===== src/rtl/univ_shift_reg.sv =====
// Universal shift register: eight per-edge modes (hold/shift/load/rotate/ASR/clear),
// single-cycle ops from IDLE, and a counted burst engine with busy/done handshake.
module univ_shift_reg #(
  parameter int WIDTH = 4,
  parameter int CNT_W = 3
) (
  input  logic             clk,
  input  logic             rst_n,
  input  logic             en,
  input  logic [2:0]       mode,
  input  logic [WIDTH-1:0] d,
  input  logic             sin_r,
  input  logic             sin_l,
  input  logic             start,
  input  logic [CNT_W-1:0] count,
  output logic [WIDTH-1:0] q,
  output logic             sout_r,
  output logic             sout_l,
  output logic             busy,
  output logic             done
);

  typedef enum logic [1:0] {
    IDLE  = 2'd0,
    BURST = 2'd1,
    DONE  = 2'd2
  } state_t;

  localparam logic [2:0] M_HOLD  = 3'b000;
  localparam logic [2:0] M_SHR   = 3'b001;
  localparam logic [2:0] M_SHL   = 3'b010;
  localparam logic [2:0] M_LOAD  = 3'b011;
  localparam logic [2:0] M_ROR   = 3'b100;
  localparam logic [2:0] M_ROL   = 3'b101;
  localparam logic [2:0] M_ASR   = 3'b110;
  localparam logic [2:0] M_CLEAR = 3'b111;

  state_t           state_reg, state_next;
  logic [WIDTH-1:0] q_reg, q_next;
  logic [2:0]       mode_reg, mode_next;
  logic [CNT_W-1:0] remain_reg, remain_next;
  logic [2:0]       op_mode;
  logic [WIDTH-1:0] op_result;

  // In a burst the latched mode drives the datapath; otherwise the live mode.
  assign op_mode = (state_reg == BURST) ? mode_reg : mode;

  always_comb begin
    op_result = q_reg;
    case (op_mode)
      M_HOLD:  op_result = q_reg;
      M_SHR:   op_result = {sin_r, q_reg[WIDTH-1:1]};
      M_SHL:   op_result = {q_reg[WIDTH-2:0], sin_l};
      M_LOAD:  op_result = d;
      M_ROR:   op_result = {q_reg[0], q_reg[WIDTH-1:1]};
      M_ROL:   op_result = {q_reg[WIDTH-2:0], q_reg[WIDTH-1]};
      M_ASR:   op_result = {q_reg[WIDTH-1], q_reg[WIDTH-1:1]};
      M_CLEAR: op_result = '0;
      default: op_result = q_reg;
    endcase
  end

  always_comb begin
    state_next  = state_reg;
    q_next      = q_reg;
    mode_next   = mode_reg;
    remain_next = remain_reg;
    case (state_reg)
      IDLE: begin
        if (start) begin
          mode_next   = mode;
          remain_next = count;
          state_next  = (count == '0) ? DONE : BURST;
        end else if (en) begin
          q_next = op_result;
        end
      end
      BURST: begin
        q_next      = op_result;
        remain_next = remain_reg - 1'b1;
        if (remain_reg == {{(CNT_W-1){1'b0}}, 1'b1}) begin
          state_next = DONE;
        end
      end
      DONE: begin
        state_next = IDLE;
      end
      default: begin
        state_next = IDLE;
      end
    endcase
  end

  always_ff @(posedge clk or negedge rst_n) begin
    if (!rst_n) begin
      state_reg  <= IDLE;
      q_reg      <= '0;
      mode_reg   <= '0;
      remain_reg <= '0;
    end else begin
      state_reg  <= state_next;
      q_reg      <= q_next;
      mode_reg   <= mode_next;
      remain_reg <= remain_next;
    end
  end

  assign q      = q_reg;
  assign sout_r = q_reg[0];
  assign sout_l = q_reg[WIDTH-1];
  assign busy   = (state_reg == BURST);
  assign done   = (state_reg == DONE);

endmodule


===== config.mk =====
export PLATFORM = sky130hd
export DESIGN_NAME = univ_shift_reg
export DESIGN_NICKNAME = d
export VERILOG_FILES = /design/src/rtl/univ_shift_reg.sv
export SDC_FILE = /design/constraint.sdc
export NUM_CORES = 1
export LEC_CHECK = 0
export BUFFER_PORTS_ARGS = -buffer_cell sky130_fd_sc_hd__buf_2
export CORE_MARGIN = 3
export CORE_UTILIZATION = 55
export CTS_BUF_LIST = sky130_fd_sc_hd__clkbuf_16
export DETAILED_ROUTE_END_ITERATION = 16
export HOLD_SLACK_MARGIN = 0.06
export PLACE_DENSITY = 0.83
export SETUP_SLACK_MARGIN = 0.02
export SLEW_MARGIN = 20
export SYNTH_ARGS = -nofsm -noshare
export SYNTH_HDL_FRONTEND = slang
export SYNTH_SLANG_ARGS = --single-unit

===== constraint.sdc =====
create_clock -name clk -period 3.45 [get_ports clk]
set_input_delay 0.345 -clock clk [delete_from_list [all_inputs] [get_ports clk]]
set_output_delay 0.345 -clock clk [all_outputs]
set_load 0.01 [all_outputs]

==> results of run 1 <==
-- power groups by stage --
stage          clock network (W)  registers [W]  logic (W)
2_1_floorplan                  0       0.000279   0.000493
3_3_place_gp                   0       0.000311   0.000558
3_5_place_dp                   0       0.000312   0.000578
4_1_cts                 0.000210       0.000312   0.000587
5_1_grt                 0.000217       0.000332   0.000649
6_report                0.000205       0.000315   0.000588
-- Yosys cell counts --
cell type  count
a311oi_1       1
o21ai_0        5
a22o_1         1
nor2b_1        1
inv_1          7
buf_6          1
a222oi_1       1
o221ai_1       1
nand3_1        3
buf_2          1
dfrtp_1       12
a31oi_1        1
o211ai_1       2
clkbuf_1       2
nor3b_1        1
mux2i_1        3
a21oi_1        5
o22a_1         2
or4bb_1        1
mux2_2         7
nor4bb_1       1
nand2b_1       4
buf_4          2
nor2_1        15
inv_2          1
o22ai_1        1
nor3_1         1
o21a_1         1
a211oi_1       1
a22oi_1        1
or4b_1         2
xor2_1         2
nand3b_1       1
mux2i_4        1
nand2_1        6
a31o_2         1
ha_1           2
o31ai_1        3
-- cell type report --
cell class	count	area, um2
multi-input combinational	78	545.5
fill	124	441.7
sequential	12	300.3
timing repair buffer	24	125.1
clock buffer	3	75.07
inverter	8	30.03
tap	16	20.02
clock inverter	1	3.754
-- cell usage in the layout, fill, tap and decap left out, drive strengths merged, types with 3 or more instances in the layout --
cell / synthesis / routed
buf: 4 / 23
nor2: 15 / 15
dfrtp: 12 / 12
inv: 8 / 8
mux2: 7 / 7
nand2: 6 / 6
o21ai: 5 / 5
a21oi: 5 / 5
nand2b: 4 / 4
mux2i: 4 / 4
o31ai: 3 / 3
nand3: 3 / 3
clkbuf: 2 / 3
-- cell families (layout without fill, tap and decap cells) --
kind of cell / Yosys count / count (layout)
AND/OR/NAND/NOR: 36 / 36
flip-flops: 12 / 12
multiplexers: 11 / 11
buffers and inverters: 14 / 36
AO/OA/AOI/OAI: 27 / 27
adder cells (fa/ha/maj): 2 / 2
XOR/XNOR: 2 / 2
-- repair_timing --
item	in CTS	in global routing
hold endpoints to repair	12	0
gates resized for setup	0	0
hold buffers	1	0
-- layer usage --
metal,vias to the layer above,GRT usage,wire length (um)
li1,423,-,-
met5,-,0,0
met2,27,0.3794,1074
met1,383,0.2864,906
met3,5,0.02299,100
met4,0,0.1050,32
-- how the worst max path moves through the flow --
stage,endpoint,slack (ns)
after global placement,q[1],1.32
final,q[2],1.07
after detailed placement,q[1],1.15
after CTS,q[0],1.12
after global routing,q[2],0.97
after floorplan,q[0],1.78
-- worst max-delay path, stage by stage (launching register included) --
cell      delay (ns)
dfrtp_1         0.57
nand2b_1        0.50
inv_2           0.14
o31ai_1         0.43
nand2_1         0.11
nand2_1         0.16
mux2_2          0.36
-- through the flow --
step                hold WS [ns]  setup WS [ns]
floorplan                0.04941          1.783
global placement          0.2287          1.321
CTS                       0.4069          1.116
global route              0.4300         0.9716
finish                    0.4120          1.069
detailed placement        0.2317          1.149
==> reports/results.tsv, run 1 <==
metric	value	unit
drt_iter0_drc	26	
yosys_register_bits	12	
p_leak	0.5201	nW
synth.top_cell.area_share	0.3283	
finalMaxSlewViolations	0	
wl_per_cell	14.89	um
rr_startpoint	state_reg[1]	
r2r-end	q[2]	
ys_warn_count	0	
yosysSeqAreaShare	0.3283	
crit_start	state_reg[1]	
cp-end-kind	flop	
holdCritPathClass	in -> reg	
startpoint_type	flop	
port_buffers	23	
whs_path_depth	2	
dp_cells	137	
final_area	0.001100	mm2
finClkSkew	0.002090	ns
synthCells	104	
holdPathEnd	mode_reg[0]	
worst_slew_pin_slew	0.5221	ns
num_io_pins	24	
die_area	0.002188	mm2
antenna_found_initial	0	
max_freq	0.4201	GHz
viasPerCell	5.901	
gp_congestion	0.9446	
worst-path-max-fanout	14	
ir_worst_vdd	0.0005826	V
routed_wl	2.114	mm
power	0.001108	W
synth_top_family_by_area	simple AND/OR/NAND/NOR gates	
die_h	46.78	um
synth_area_leaders	dfrtp_1 33%, mux2_2 8.6%, nor2_1 6.2%	
switchingPower	0.0004629	W
grt_pass1_wl	3.484	mm
cts_buffers	3	
synth_compound_area_frac	0.2025	
hold_viol	0	
maxCapViolCount	0	
synthDistinctLibCells	38	
cts_tree	yes	
p_int	0.0006455	W
synth_fa_ha_area_frac	0.02736	
min_from	mode[0]	
rsz0062_at_grt	no	
stdcell_count	142	
die_w	46.78	um
dp_hpwl	1.571	mm
grt_max_degree	18	
finalCritPeriodShare	0.6900	
combPwrFrac	0.531	
clock_latency	0.24	ns
min_period	2.381	ns
clockRootBuffer	clkbuf_16	
clk_pin_slew_worst_paths	0.04	ns
cts_buffer_depth	2	
synth.avg_cell_area	8.794	um2
largest_register_ffs	4	
switching_share	0.4176	
clockPowerShare	0.185	
antenna_cells	0	
path_class	reg -> reg	
nets	145	
cts_setup_buffers	0	
grt_use_total	0.2244	
cts.htree.levels	1	
route.antenna.remaining_nets	0	
grt_overflow_total	0	
synthSimpleGateAreaFrac	0.2038	
yosysTopAreaCell	dfrtp_1	
slew_headroom	0.6519	
powerDensity	1008	mW/mm2
rrSetupSlack	1.07	ns
core-area	0.001541	mm2
dr.pass1.iters	4	
row_count	14	
first_global_vias	798	
syn-num-nets	122	
area_growth	20.25	%
fin_setup_tns	0	ns
crit_required	3.57	ns
utilization	0.7135	
synth_area	914.6	um2
initial_core_util	0.5933	
vias	838	
drc	0	
setup_viol	0	
post_dp_cell_area	0.001011	mm2
cts_sinks	12	
p_seq_frac	0.284	
status	finished, final reports clean	
synth-xor-area-share	0.01915	
rr_worst_depth	6	
synthMuxAreaShare	0.1436	
drive_gt1_frac	0.2857	
cp_data_arrival_time	2.50	ns
Power figures use the tool's default switching activity.
==> run 2, diff against run 1 <==
CORE_UTILIZATION = 51   (was 55)
PLACE_DENSITY = 0.78   (was 0.83)
clock period = 2.3 ns   (was 3.45 ns; I/O delays follow)
==> run 2 against run 1 <==
Against the previous run:
- clock-buffer cell count unchanged
- sequential power up 35%
- non-clock buffer count up 2
- critical path depth unchanged
- core utilization down 0.78 points
- global-route usage down 3.8 points
- largest cell class unchanged
==> reports/results.tsv, run 2 (same netlist as run 1, synthesis figures left out) <==
metric	value	unit	change
status	finished, final reports clean		unchanged
antenna_found_initial	0		unchanged
min_period	2.057	ns	was 2.381 ns
clockRootBuffer	clkbuf_16		unchanged
grt.busiest_layer	met2		unchanged
port_buffers	23		unchanged
cts.htree.levels	1		unchanged
final_cell_mix	23 x buf_2, 15 x nor2_1, 12 x dfrtp_1		unchanged
viasPerCell	5.842		was 5.901
cp_top_family	simple AND/OR/NAND/NOR gates		unchanged
clk_pin_slew_worst_paths	0.04	ns	about the same
cts_buffers	3		unchanged
rsz0062_at_grt	no		unchanged
cp_data_arrival_time	2.18	ns	was 2.50 ns
path_class	reg -> reg		unchanged
holdCritPathClass	in -> reg		unchanged
setup_viol	0		unchanged
crit_chain	nand2b_1, inv_2, o31ai_1, nand2_1, nand2_1, mux2_2		unchanged
use_met2	0.3257		was 0.3794
startpoint_type	flop		unchanged
core-area	0.001594	mm2	was 0.001541 mm2
drive_gt1_frac	0.2969		was 0.2857
largest_register_ffs	4		unchanged
finalMaxSlewViolations	0		unchanged
cts_sinks	12		unchanged
area_growth	22.98	%	was 20.25%
die_h	48.35	um	was 46.78 um
drt_iter0_drc	25		was 26
dp_cells	147		was 137
routed_wl	2.128	mm	was 2.114 mm
grt_pass1_wl	3.525	mm	was 3.484 mm
crit_required	2.42	ns	was 3.57 ns
first_global_vias	854		was 798
fin_setup_tns	0	ns	unchanged
grt_overflow_total	0		unchanged
powerDensity	1493	mW/mm2	was 1008 mW/mm2
cp-end-kind	flop		unchanged
hold_viol	0		unchanged
vias	888		was 838
num_io_pins	24		unchanged
dp_slack	0.3562	ns	was 1.149 ns
nets	147		was 145
clock_latency	0.24	ns	about the same
route.antenna.remaining_nets	0		unchanged
worst_slew_pin_slew	0.5086	ns	was 0.5221 ns
stdcell_count	152		was 142
grt_max_degree	17		was 18
die_w	48.35	um	was 46.78 um
grt_use_met1	0.2132		was 0.2864
crit_buf_inv	1		unchanged
dr.pass1.iters	4		unchanged
cts_tree	yes		unchanged
drc	0		unchanged
slowest_stage	nand2b_1		was dfrtp_1
cts_setup_buffers	0		unchanged
cts_resized	0		unchanged
gp_congestion	0.9018		was 0.9446
cts_buffer_depth	2		unchanged
finalCritPeriodShare	0.8944		was 0.6900
maxCapViolCount	0		unchanged
antenna_cells	0		unchanged
layout_commonest_cell	buf_2		unchanged
critPathMostFrequentCell	nand2_1		unchanged
worst_path_largest_cell_delay	0.43	ns	was 0.57 ns
rrSetupSlack	0.24	ns	was 1.07 ns
initial_core_util	0.5738		was 0.5933
grt_use_total	0.1862		was 0.2244
finClkSkew	0.0004265	ns	was 0.002090 ns
p_leak	0.5301	nW	was 0.5201 nW
groute.layer.met3.usage	0.03988		was 0.02299
ir_worst_vdd	0.0007427	V	was 0.0005826 V
dp_hpwl	1.571	mm	about the same
worst-path-max-fanout	10		was 14
row_count	14		unchanged
max_freq	0.4861	GHz	was 0.4201 GHz
die_area	0.002338	mm2	was 0.002188 mm2
setup_ws	0.2429	ns	was 1.069 ns
wl_per_cell	14.00	um	was 14.89 um
slew_headroom	0.6609		was 0.6519
run 2: through the flow:
step | area [um2] | hold slack, ns | total power, W | utilization
2_1_floorplan | 914.6 | -0.06559 | 0.001157 | -
3_5_place_dp | 1036 | 0.1256 | 0.001344 | 0.6499
4_1_cts | 1125 | 0.2981 | 0.001680 | 0.7057
6_report | 1125 | 0.2993 | 0.001680 | 0.7057
5_1_grt | 1125 | 0.3239 | 0.001809 | 0.7057
3_3_place_gp | 1036 | 0.1231 | 0.001321 | 0.6499
run 2: final cells by class:
class | count | area, um2
tap | 24 | 30.03
clock inverter | 1 | 3.754
clock buffer | 3 | 75.07
timing repair buffer | 26 | 140.1
sequential | 12 | 300.3
inverter | 8 | 30.03
fill | 122 | 469.2
multi-input combinational | 78 | 545.5
run 2: worst paths after layout:
path / startpoint / endpoint / depth (start not counted)
max: state_reg[1] / q[2] / 6
min: mode[0] / mode_reg[0] / 2
max reg2reg: state_reg[1] / q[2] / 6
min reg2reg: remain_reg[1] / remain_reg[1] / 1
max in group asynchronous: rst_n / mode_reg[1] / 2
min in group asynchronous: rst_n / remain_reg[0] / 2
run 2: routing by layer:
layer	vias up	wire length (um)	share of wire
met4	0	34	0.016
met5	-	0	0
met1	424	928	0.44
met3	6	107	0.050
met2	30	1058	0.50
li1	428	-	-
run 2: power breakdown:
part / internal (W) / leakage, nW / switching (W) / total [W]
sequential: 0.000313 / 0.145 / 0.000111 / 0.000424
clock: 0.000229 / 0.0385 / 0.0000868 / 0.000315
combinational: 0.000447 / 0.347 / 0.000493 / 0.000940
total: 0.000988 / 0.530 / 0.000691 / 0.00168
run 2: repair_timing:
item                                    4_1_cts  5_1_grt
endpoints found under the hold margin        12        0
endpoints found under the setup margin        0        0
hold buffers                                  1        0
run 2: worst register-to-register path: cells and delay by family, from the launching register on:
family                 cells  cell delay (ns)
and+or+nand+nor            3             0.72
AOI/OAI and AO/OA          1             0.41
muxes                      1             0.35
DFF                        1             0.33
buffers and inverters      1             0.14
